File: src/rtl/pic_pkg.sv
`default_nettype none
// ============================================================================
// Module   : pic_pkg
// Brief    : Shared sprite-box geometry, bitmap size helper and load FSM states.
// Revision : 1.0 - initial release
// ============================================================================
package pic_pkg;

  localparam int BOX_W_DEF = 50;
  localparam int BOX_H_DEF = 50;

  // 1 bpp, rows packed back to back with no per-row padding
  function automatic int nbytes(input int w, input int h);
    return (w * h + 7) / 8;
  endfunction

  typedef enum logic [1:0] {
    ST_IDLE = 2'd0,
    ST_LOAD = 2'd1,
    ST_DONE = 2'd2
  } ld_state_t;

endpackage
`default_nettype wire

File: src/rtl/pic_bitmap_ram.sv
`default_nettype none
// ============================================================================
// Module   : pic_bitmap_ram
// Brief    : Synchronous 1R1W byte RAM, read-first, block-RAM friendly.
// Revision : 1.0 - initial release
// ============================================================================
module pic_bitmap_ram
  import pic_pkg::*;
#(
  parameter int DEPTH  = nbytes(BOX_W_DEF, BOX_H_DEF),
  parameter int ADDR_W = $clog2(DEPTH)
) (
  input  logic              clk,
  input  logic              we,
  input  logic [ADDR_W-1:0] waddr,
  input  logic [7:0]        wdata,
  input  logic [ADDR_W-1:0] raddr,
  output logic [7:0]        rdata
);

  logic [7:0] r_mem [DEPTH];

  // Contents are deliberately not reset so this maps onto block RAM
  always_ff @(posedge clk) begin
    if (we) begin
      r_mem[waddr] <= wdata;
    end
    rdata <= r_mem[raddr];
  end

endmodule
`default_nettype wire

File: src/rtl/pic_bitmap_store.sv
`default_nettype none
// ============================================================================
// Module   : pic_bitmap_store
// Brief    : 1 bpp sprite bitmap store with 1-cycle pixel fetch and a byte
//            stream loader. Define PIC_BITMAP_DBUF_EN for double buffering.
// Revision : 1.0 - initial release
// ============================================================================
module pic_bitmap_store
  import pic_pkg::*;
#(
  parameter int BOX_W = BOX_W_DEF,
  parameter int BOX_H = BOX_H_DEF
) (
  input  logic        clk,
  input  logic        rst_n,
  input  logic [15:0] px,
  input  logic [15:0] py,
  output logic        data,
  input  logic        frame_start,
  input  logic        ld_start,
  input  logic [7:0]  ld_byte,
  input  logic        ld_valid,
  output logic        ld_ready,
  output logic        ld_done
);

  localparam int NBYTES = nbytes(BOX_W, BOX_H);
  localparam int CNT_W  = $clog2(NBYTES);
`ifdef PIC_BITMAP_DBUF_EN
  localparam int DEPTH  = 2 * NBYTES;
`else
  localparam int DEPTH  = NBYTES;
`endif
  localparam int ADDR_W = $clog2(DEPTH);
  localparam logic [CNT_W-1:0] C_LAST = CNT_W'(NBYTES - 1);

  // ---------------- pixel fetch ----------------
  logic [15:0]       w_bit_addr;
  logic              w_in_range;
  logic [CNT_W-1:0]  w_rd_byte;
  logic [ADDR_W-1:0] w_rd_addr;
  logic [ADDR_W-1:0] w_wr_addr;
  logic [7:0]        w_rd_data;
  logic [2:0]        r_bit_sel;
  logic              r_rd_en;

  assign w_bit_addr = py * 16'(BOX_W) + px;
  assign w_in_range = (px < 16'(BOX_W)) && (py < 16'(BOX_H));
  // Out-of-range coordinates are parked on byte 0 and masked at the output
  assign w_rd_byte  = w_in_range ? CNT_W'(w_bit_addr >> 3) : '0;

  always_ff @(posedge clk or negedge rst_n) begin
    if (!rst_n) begin
      r_bit_sel <= '0;
      r_rd_en   <= 1'b0;
    end else begin
      r_bit_sel <= 3'd7 - w_bit_addr[2:0];
      r_rd_en   <= w_in_range;
    end
  end

  assign data = r_rd_en & w_rd_data[r_bit_sel];

  // ---------------- load FSM ----------------
  ld_state_t        r_state;
  logic [CNT_W-1:0] r_cnt;
  logic             r_ld_ready;
  logic             r_ld_done;
  logic             w_we;
  logic             w_last_wr;

  // A restart pulse takes priority over a byte presented in the same cycle
  assign w_we      = (r_state == ST_LOAD) && ld_valid && !ld_start;
  assign w_last_wr = w_we && (r_cnt == C_LAST);

  always_ff @(posedge clk or negedge rst_n) begin
    if (!rst_n) begin
      r_state    <= ST_IDLE;
      r_cnt      <= '0;
      r_ld_ready <= 1'b0;
      r_ld_done  <= 1'b0;
    end else begin
      r_ld_done <= 1'b0;
      case (r_state)
        ST_IDLE: begin
          if (ld_start) begin
            r_state    <= ST_LOAD;
            r_cnt      <= '0;
            r_ld_ready <= 1'b1;
          end
        end
        ST_LOAD: begin
          if (ld_start) begin
            r_cnt <= '0;
          end else if (ld_valid) begin
            if (r_cnt == C_LAST) begin
              r_state    <= ST_DONE;
              r_ld_ready <= 1'b0;
              r_ld_done  <= 1'b1;
            end else begin
              r_cnt <= r_cnt + 1'b1;
            end
          end
        end
        ST_DONE: begin
          r_state <= ST_IDLE;
        end
        default: begin
          r_state    <= ST_IDLE;
          r_ld_ready <= 1'b0;
        end
      endcase
    end
  end

  assign ld_ready = r_ld_ready;
  assign ld_done  = r_ld_done;

`ifdef PIC_BITMAP_DBUF_EN
  // ---------------- bank swap ----------------
  logic r_bank_sel;
  logic r_swap_pending;

  always_ff @(posedge clk or negedge rst_n) begin
    if (!rst_n) begin
      r_bank_sel     <= 1'b0;
      r_swap_pending <= 1'b0;
    end else if (w_last_wr) begin
      r_swap_pending <= 1'b1;
    end else if (ld_start && r_swap_pending) begin
      r_swap_pending <= 1'b0;
    end else if (frame_start && r_swap_pending && (r_state != ST_DONE)) begin
      r_bank_sel     <= ~r_bank_sel;
      r_swap_pending <= 1'b0;
    end
  end

  // Bank 0 occupies [0, NBYTES), bank 1 occupies [NBYTES, 2*NBYTES)
  assign w_rd_addr = r_bank_sel ? ADDR_W'(w_rd_byte) + ADDR_W'(NBYTES) : ADDR_W'(w_rd_byte);
  assign w_wr_addr = r_bank_sel ? ADDR_W'(r_cnt) : ADDR_W'(r_cnt) + ADDR_W'(NBYTES);
`else
  logic w_unused_frame_start;

  assign w_unused_frame_start = frame_start;
  assign w_rd_addr = ADDR_W'(w_rd_byte);
  assign w_wr_addr = ADDR_W'(r_cnt);
`endif

  pic_bitmap_ram #(
    .DEPTH  (DEPTH),
    .ADDR_W (ADDR_W)
  ) u_ram (
    .clk   (clk),
    .we    (w_we),
    .waddr (w_wr_addr),
    .wdata (ld_byte),
    .raddr (w_rd_addr),
    .rdata (w_rd_data)
  );

endmodule
`default_nettype wire

File: config.mk
export PLATFORM = sky130hd
export DESIGN_NAME = pic_bitmap_store
export DESIGN_NICKNAME = d
export VERILOG_FILES = /design/src/rtl/pic_pkg.sv /design/src/rtl/pic_bitmap_ram.sv /design/src/rtl/pic_bitmap_store.sv
export SDC_FILE = /design/constraint.sdc
export NUM_CORES = 2
export LEC_CHECK = 0
export CAP_MARGIN = 20
export CORE_UTILIZATION = 30
export DETAILED_ROUTE_END_ITERATION = 7
export REMOVE_ABC_BUFFERS = 1
export SLEW_MARGIN = 10
export SYNTH_ARGS = -nofsm -noshare
export SYNTH_HDL_FRONTEND = slang
export SYNTH_SLANG_ARGS = --single-unit
File: constraint.sdc
create_clock -name clk -period 2.5 [get_ports clk]
set_clock_uncertainty 0.2 [all_clocks]
set_input_delay 0.75 -clock clk [delete_from_list [all_inputs] [get_ports clk]]
set_output_delay 0.75 -clock clk [all_outputs]
set_load 0.01 [all_outputs]
# After elaboration in Yosys (flattened, before gate mapping)
# Memory sizes are Yosys's and may differ from the RTL's. A register that Yosys moved wholly into a read port is not among the register bits.
# Index checks and enable logic that the tools add are counted.
word_totals:
  reg_bits: 17
  ramBits: 2504
  word_cells: 58
  memories: 1
memory_table:
  columns: ["memory", "depth", "width", "rd", "rd_ports_with_merged_regs", "wr", "line_no", "source"]
  rows:
  - ["u_ram.r_mem", 313, 8, 1, 1, 1, "pic_bitmap_ram.sv:21", "logic [7:0] r_mem [DEPTH];"]
classes:
  n_addsub: 3
  n_mul: 1
  magnitude_cmp: 3
  n_eq_ne: 9
  mux: 24
  bitwise_logic: 2
  reduce_logical: 9
ops:
  columns: ["operator", "count"]
  rows:
  - ["$mux 9", 5]
  - ["$lt 16x6->1 const B", 2]
  - ["$pmux 9 s2", 1]
  - ["$mul 16x5->11 const B", 1]
  - ["$add 12x12->12", 1]
  - ["$mux 1", 11]
  - ["$add 9x1->9 const B", 1]
  - ["$eq 9x9->1 const B", 1]
  - ["$mux 2", 4]
  - ["$reduce_and 4->1", 2]
  - ["$ne 2x2->1 const B", 3]
  - ["$ne 3x3->1 const B", 2]
  - ["$reduce_and 5->1", 1]
  - ["$lt 3x4->1 const B", 1]
  - ["$pmux 2 s2", 1]
  - ["$bmux 1 s3", 1]
  - ["$logic_and 1x1->1", 3]
  - ["$pmux 1 s3", 1]
  - ["$sub 3x3->3 const A", 1]
  - ["$eq 2x1->1 const B", 1]
  - ["$eq 2x2->1 const B", 1]
  - ["$logic_not 2->1", 1]
  - ["$ne 2x1->1 const B", 1]
  - ["$reduce_bool 2->1", 1]
  - ["3 further kinds", 3]

# Logic depth before layout (Yosys ltp)
depth:
  word_depth: 5
  depth_mapped: 20

# Modules after synthesis
# From an unflattened synthesis, not the netlist that was laid out.
hier_totals:
  cells_unflattened: 4743
  area_unflattened_um2: 99240.2
by_module_without_submodules:
  columns: ["mod", "instances", "cells_per_inst", "area_each_um2", "seq_area_each_um2"]
  rows:
  - ["pic_bitmap_ram", 1, 4534, 97315.8, 75352.3]
  - ["pic_bitmap_store", 1, 209, 1924.3, 425.4]

# Worst setup path before layout
# OpenSTA, ideal clock, no wires.
synth_timing:
  path_kind: "input-to-reg"
  startpoint: "input port py[2]"
  endpoint: "register u_ram.rdata[6], read port of u_ram.r_mem"
  setup_time_ns: 0.062
  arrival_ns: 4.691
  setup_slack_ns: -2.453
  cell_stages: 19
  path_buffers: 3
  path_cell_list: "inv_1 ha_1 ha_1 fa_1 ha_1 a21oi_1 xnor2_1 ha_1 nor3_1 a211oi_1 and2_1 clkbuf_1 clkbuf_1 clkbuf_1 and3_1 a31oi_1 a311oi_1 nand4_1 nand3_1"
synth_via:
  elab_chain_len: 3
synth_lines:
  columns: ["element", "line_no", "source"]
  rows:
  - ["from (decl)", "pic_bitmap_store.sv:17", "input logic [15:0] py,"]
  - ["$mul 16x5->11 or $lt 16x6->1 (tied branches)", "pic_bitmap_store.sv:47, pic_bitmap_store.sv:48", null]
  - ["$add 12x12->12 or $logic_and 1x1->1 (tied branches)", "pic_bitmap_store.sv:47, pic_bitmap_store.sv:48", null]
  - ["$mux 9 *", "pic_bitmap_store.sv:50", "assign w_rd_byte = w_in_range ? CNT_W'(w_bit_addr >> 3) : '0;"]
  - ["to (decl)", "pic_bitmap_ram.sv:18", "output logic [7:0] rdata"]
# Mark *: on every way between the ends. The rest lies on a longest branch, timed or not.
# A chain may end at the register's enable or synchronous reset.

# Worst setup path after layout
layout_timing:
  startpoint: "input port py[2]"
  endpoint: "register u_ram.rdata[5], read port of u_ram.r_mem"
# Same word-level chain as after synthesis.

==> impl_results.md <==
- Slew margin rel.: 0.479
- CP endpoint kind: flip-flop
- Clock latency on the worst-skew pair: 0.89 ns
- Clock power frac: 0.407
- Pins Over Slew Limit: 0
- Max VDD drop: 0.000623 V
- Critical path cell sequence: buf_8 > buf_6 > ha_4 > ha_4 > ha_4 > inv_2 > fa_1 > inv_2 > ha_4 > buf_6 > or3_4 > buf_6 > nand3_4 > buf_8 > buf_12 > buf_4 > a31oi_1 > o21ai_0 > buf_4 > o211ai_1 > nand4_1 > o21ai_2 > a311oi_1
- Max Cap Viol: 0
- Total gr overflow: 0
- TritonCTS clock tree: done
- Sequential share of power: 0.475
- Final ANT Viol Nets: 0
- Iter 0 DRT Violations: 11000
- Die footprint: 342000 um^2
- Avg Synthesized Cell Area: 13.3 um^2
- Critical setup path kind: in -> reg
- Vias: 74200
- First-pass GRT wire length: 540000 um
- Total Neg Setup Slack: -16.59 ns
- Unique masters post-synth: 89
- Switching Power: 24300 uW
- Routed length per placed instance: 27.9 um
- Hpwl dp: 268000 um
- Hold crit path type: in -> reg
- Final nets: 9246
- Most frequent cells in the layout: edfxtp_1 (2504), nand2_1 (2027), buf_4 (1389), nand3_1 (889), nor2_1 (360)
- Worst r2r src: u_ram.r_mem[35][1]$_DFFE_PP_
- Transition time at the pin with the least slew margin: 0.781 ns
- Pwr Density: 744 nW/um^2
- Cell mode on critical path: ha_4
- FP Rows: 213
- Max incr delay on CP: 0.50 ns
- Startpoint Class: primary input
- Total internal power: 73900 uW
- Crit path max fanout: 4
- Top_reg_cell synth: edfxtp_1
- Slowest CP cell: fa_1
- Capturing point of the worst reg2reg path: u_ram.rdata[1]$_DFF_P_
- Outcome: finished with violations
- YS warnings: 0
- CP Depth: 23
- Ports: 48
- Net Sw Frac: 0.248
- CP Buf/Inv Count: 10
- #FFs+latches synth: 2529
- CTS root buffer: clkbuf_16
- Chip width: 585 um
- Clk buf depth: 4
- Max Fclk: 220 MHz
- Finished Layout Cells: 13900
- Placed Cells: 13300
- Port bufs: 46
- Mapped Cells: 7661
- Static Leakage: 0.0475 uW
- Combinational power share: 0.118
- Die Ht: 585 um
- Htree depth: 5
- Tcrit/Tclk final: 1.82
- Share of layout cells above drive strength 1: 0.248
- Commonest non-fill, non-tap cell in the layout: edfxtp_1
- R2r worst-path depth: 11
- Number of remaining DRC errors: 0
- Number of global-route vias before repair: 71600
- Starting Density: 0.302
- Routed Wire Length: 387000 um
- Routability congestion estimate: 0.974
- CTS sink count: 2529
- Pre-antenna DRT Iters: 8
- Min Tclk post-route: 4.55 ns
- Worst setup path end: u_ram.rdata[5]$_DFF_P_
- CP required: 3.08 ns
- Arr. time, crit path: 5.13 ns
- Avg Vias per Cell: 5.34
- Largest net degree at the start of global routing: 97
- Pre-CTS WS: -4.07 ns
- RSZ-0062 raised after global routing: true
- Post-synthesis sequential area ratio: 0.743
- TritonCTS buffer count: 276
- Area of the core: 338000 um^2
- FFs w/ async S/R, synth: 0.00672
- Synth Cell Area: 102000 um^2
- R2r setup slk: -0.36 ns
- Post-synth EDFFs: 2504
- Worst Setup SP: py[2]
- Worst setup margin: -2.05 ns
- GRT Overall Usage: 0.220
- CP delay by family, top: adder cells
- Hold Fails Final Rpt: 0
- Failing checks: setup timing
- Antenna violations before repair: 22
- Synthesis-to-layout area growth: 29.3%
- Final setup viols: 9
- Worst-path clk slew: 0.06 ns
-- power by group through the flow --
stage | combinational (uW) | sequential, uW | clock, uW
finish | 11600 | 46600 | 40000
global route | 11700 | 46600 | 41800
CTS | 10900 | 46600 | 40300
detailed placement | 9480 | 47500 | 0
global placement | 9410 | 47500 | 0
floorplan | 2570 | 47500 | 0
-- kinds of logic (layout without fill, tap and decap cells) --
| family | after synthesis | count (layout) | synth area share |
|---|---|---|---|
| and+or+nand+nor | 3678 | 3678 | 0.156 |
| DFF | 2529 | 2529 | 0.743 |
| AOI/OAI and AO/OA | 611 | 611 | 0.0442 |
| buffers and inverters | 524 | 2215 | 0.0241 |
| muxes | 254 | 254 | 0.0256 |
| adders and majority gates | 44 | 44 | 0.00584 |
| xor gates and xnor gates | 21 | 21 | 0.00180 |
| other | 0 | 11 | 0 |
-- synthesized netlist by cell type, types with 47 or more instances --
cell      count  share of area
mux2i_1     246          0.024
a21oi_1      69         0.0034
nand3_1     913          0.045
a31oi_1      97         0.0059
a32oi_1     161          0.014
buf_1        60         0.0022
nand4_1     140         0.0086
buf_2       238          0.012
o21ai_0      47         0.0023
clkbuf_1    161         0.0059
nand2_1    2051          0.075
and3_1       88         0.0054
edfxtp_1   2504           0.74
nor2_1      377          0.014
-- through the flow --
step                      power (uW)  area (um^2)  hold WS (ns)   util
after global placement         56900       121000         0.257  0.358
after CTS                      97800       131000       0.00302  0.388
final                          98200       132000        0.0357  0.391
after global routing          100000       132000        0.0155  0.391
after detailed placement       57000       121000         0.275  0.358
after floorplan                50100        99700         0.247      -
-- worst register-to-register path, stage by stage, from the launching register on --
cell      delay [ns]
edfxtp_1        0.49
and3_1          0.23
a221oi_4        0.32
buf_4           0.17
a211oi_1        0.05
a311oi_2        0.28
a211oi_2        0.09
buf_4           0.15
o31ai_2         0.34
nand3b_1        0.18
o211ai_1        0.13
a41oi_1         0.06
-- routing by layer --
layer  share of wire  vias up  global-route usage
met2            0.46     4505               0.350
met5         0.00023        -                   0
li1                -    31500                   -
met3            0.10      829              0.0470
met4           0.054       12               0.102
met1            0.38    37400               0.286
-- cell type report --
type | count | area, um^2
clock inverters | 135 | 1330
fillers | 31500 | 206000
inverters | 26 | 97.6
clock buffers | 338 | 7330
diodes | 11 | 27.5
multi-input cells | 4608 | 25500
well taps | 4515 | 5650
flip-flops and latches | 2529 | 75800
repair buffers | 1716 | 16300
-- registers in the layout (all words and copies together), names as in the netlist --
signal and flops:
u_ram.r_mem 2504, r_cnt 9, u_ram.rdata 8, r_bit_sel 3, r_state 2, ld_done 1, ld_ready 1, r_rd_en 1
-- how the worst min path moves through the flow --
stage                                 startpoint                            end  depth (start not counted)
after floorplan                            rst_n              ld_done$_DFF_PN0_                          0
after global placement    r_state[1]$_DFFE_PN0P_         r_state[0]$_DFFE_PN0P_                          1
after detailed placement  r_state[1]$_DFFE_PN0P_         r_state[0]$_DFFE_PN0P_                          1
after CTS                             ld_byte[7]  u_ram.r_mem[282][7]$_DFFE_PP_                          1
after global routing                  ld_byte[7]  u_ram.r_mem[265][7]$_DFFE_PP_                          1
final                                 ld_byte[2]  u_ram.r_mem[220][2]$_DFFE_PP_                          1
-- timing repair --
item	in CTS	in global routing
hold endpoints to repair	2	0
cloned	4	2
resized for setup	258	113
setup endpoints to repair	48	256
hold buffers	1	0
buffers inserted	33	27
pin swaps	62	66
(Power assumes the default switching activity.)
==> patch (same flow settings) <==
Change the package constant `BOX_H_DEF` from 50 to 25.
--- a/src/rtl/pic_pkg.sv
+++ b/src/rtl/pic_pkg.sv
@@ -8,5 +8,5 @@
 
   localparam int BOX_W_DEF = 50;
-  localparam int BOX_H_DEF = 50;
+  localparam int BOX_H_DEF = 25;
 
   // 1 bpp, rows packed back to back with no per-row padding
Function: not settled (the Yosys comparison gave no result); the edit may change what the design does.
==> patch against the unedited design <==
  * The flow still finishes with violations (negative setup slack)
  * Core utilization is 0.65 points lower
  * Cell area shrank 50%
  * Wire length down 57%
  * Sequential share of layout area grew 0.43 points
  * Die area down 49%
  * Power shrank 53%
  * Area after synthesis fell by 49%
  * Via count is 53% lower
  * Sequential cell count decreased by 1249
  * Worst setup slack lost 0.063 ns
  * Critical path depth fell by 1
  * Critical path type unchanged
  * Highest routed layer unchanged
==> patch: results (changes against the unedited design) <==
| Metric | Value |
|---|---|
| Run status | finished, violations left |
| Failing checks | negative setup slack |
| Clock Latency Late Sink | 0.76 ns (-0.13 ns) |
| Met3 Track Usage GR | 2.937% (-1.8 points) |
| Met1 GRT Util | 24.81% (-3.8 points) |
| Vias post-DR | 34581 (-53%) |
| Post-DP Area | 0.06064 mm2 (-50%) |
| Data buffer area share | 10.65% (-1.7 points) |
| Clock Buffer Count | 142 (-58%) |
| Highest-delay cell along the critical path | fa_2 |
| Multi-input combinational area share | 20.81% (+1.5 points) |
| First-pass GRT wire length | 236900 um (-56%) |
| Inverter count | 23 (-12%) |
| Routability cong. | 0.9584 (-1.6%) |
| Routed Wire Length | 164500 um (-57%) |
| Slew margin rel. | 40.25% (-7.7 points) |
| Unique masters post-synth | 77 (-13%) |
| Comb pwr | 3.31 mW (-71%) |
| Clock buf/inv share | 6.171% (-0.39 points) |
| Fillers | 15861 (-50%) |
| XOR/XNOR share of the synthesized area | 0.3697% (+0.19 points) |
| Synth area leaders | edfxtp_1 (72%), nand2_1 (4.1%), mux2i_1 (3.2%) |
| DRT Pass-1 Iters | 5 (-3) |
| Post-Place Worst Slack | -3.706 ns (+0.3692 ns) |
| Seq. cell area | 0.03828 mm2 (-49%) |
| Synth Area in Compound Gates | 7.327% (+2.9 points) |
| Setup ws final | -2.113 ns (-0.06341 ns) |
| Worst Path Max Fanout | 6 (+2) |
| First-iteration detailed-routing DRC count | 4278 (-61%) |
| Pleak | 23.63 nW (-50%) |
| CP peak stage delay | 0.54 ns (+0.04 ns) |
| Register bit total from synthesis | 1280 (-49%) |
| Peak supply drop | 617.3 uV (-0.95%) |
| Post-synthesis mux area share | 5.416% (+2.9 points) |
| Initial antenna violation count | 2 (-91%) |
| Final setup violation count | 9 (unchanged) |
| Finished Core Util | 38.44% (-0.65 points) |
| TritonCTS Buffers | 121 (-56%) |
| Sw frac | 22.41% (-2.3 points) |
| Adder-Cell Fraction of Synth Area | 0.9843% (+0.40 points) |
| Layout Nets | 4273 (-54%) |
| Top Registers | u_ram.r_mem x1256, r_cnt x8, u_ram.rdata x8 |
| Top Family by Delay on Critical Path | compound AO/OA/AOI/OAI gates |
| Post-Layout Cell Count | 6604 (-52%) |
| Plain + repair buffers | 764 (-55%) |
| Post-Syn Instances | 3520 (-54%) |
| Dpl cells | 6351 (-52%) |
| Met2 usage | 29.58% (-5.4 points) |
| DP Wirelength | 112500 um (-58%) |
| H-tree depth reported by CTS | 3 (-2) |
| Count of hold-fix buffers inserted at cts | 0 (-1) |
==> patch: worst paths after layout <==
check | startpoint | to | slack, ns | cells past startpoint
worst max register to register | u_ram.r_mem[131][3] | u_ram.rdata[3] | -0.05 | 7
min in group clk | ld_byte[5] | u_ram.r_mem[152][5] | 0.17 | 1
worst min register to register | r_state[0] | ld_ready | 0.36 | 1
max in group asynchronous | rst_n | r_cnt[6] | 1.63 | 2
worst min-delay path | rst_n | r_bit_sel[2] | 0.16 | 2
worst max-delay path | py[2] | u_ram.rdata[4] | -2.11 | 22
==> patch: kinds of logic after synthesis <==
| group | after synthesis |
|---|---|
| multiplexers | 218 |
| AO/OA/AOI/OAI | 532 |
| adder cells (fa/ha/maj) | 38 |
| XOR/XNOR | 22 |
| AND/OR/NAND/NOR | 1190 |
| flip-flops | 1280 |
| buffers and inverters | 240 |
==> patch: routing by layer <==
metal	vias up	part of all wire, %
met1	17594	41
met3	295	8.5
li1	15007	-
met2	1683	47
met4	2	4.1
met5	-	0.0085
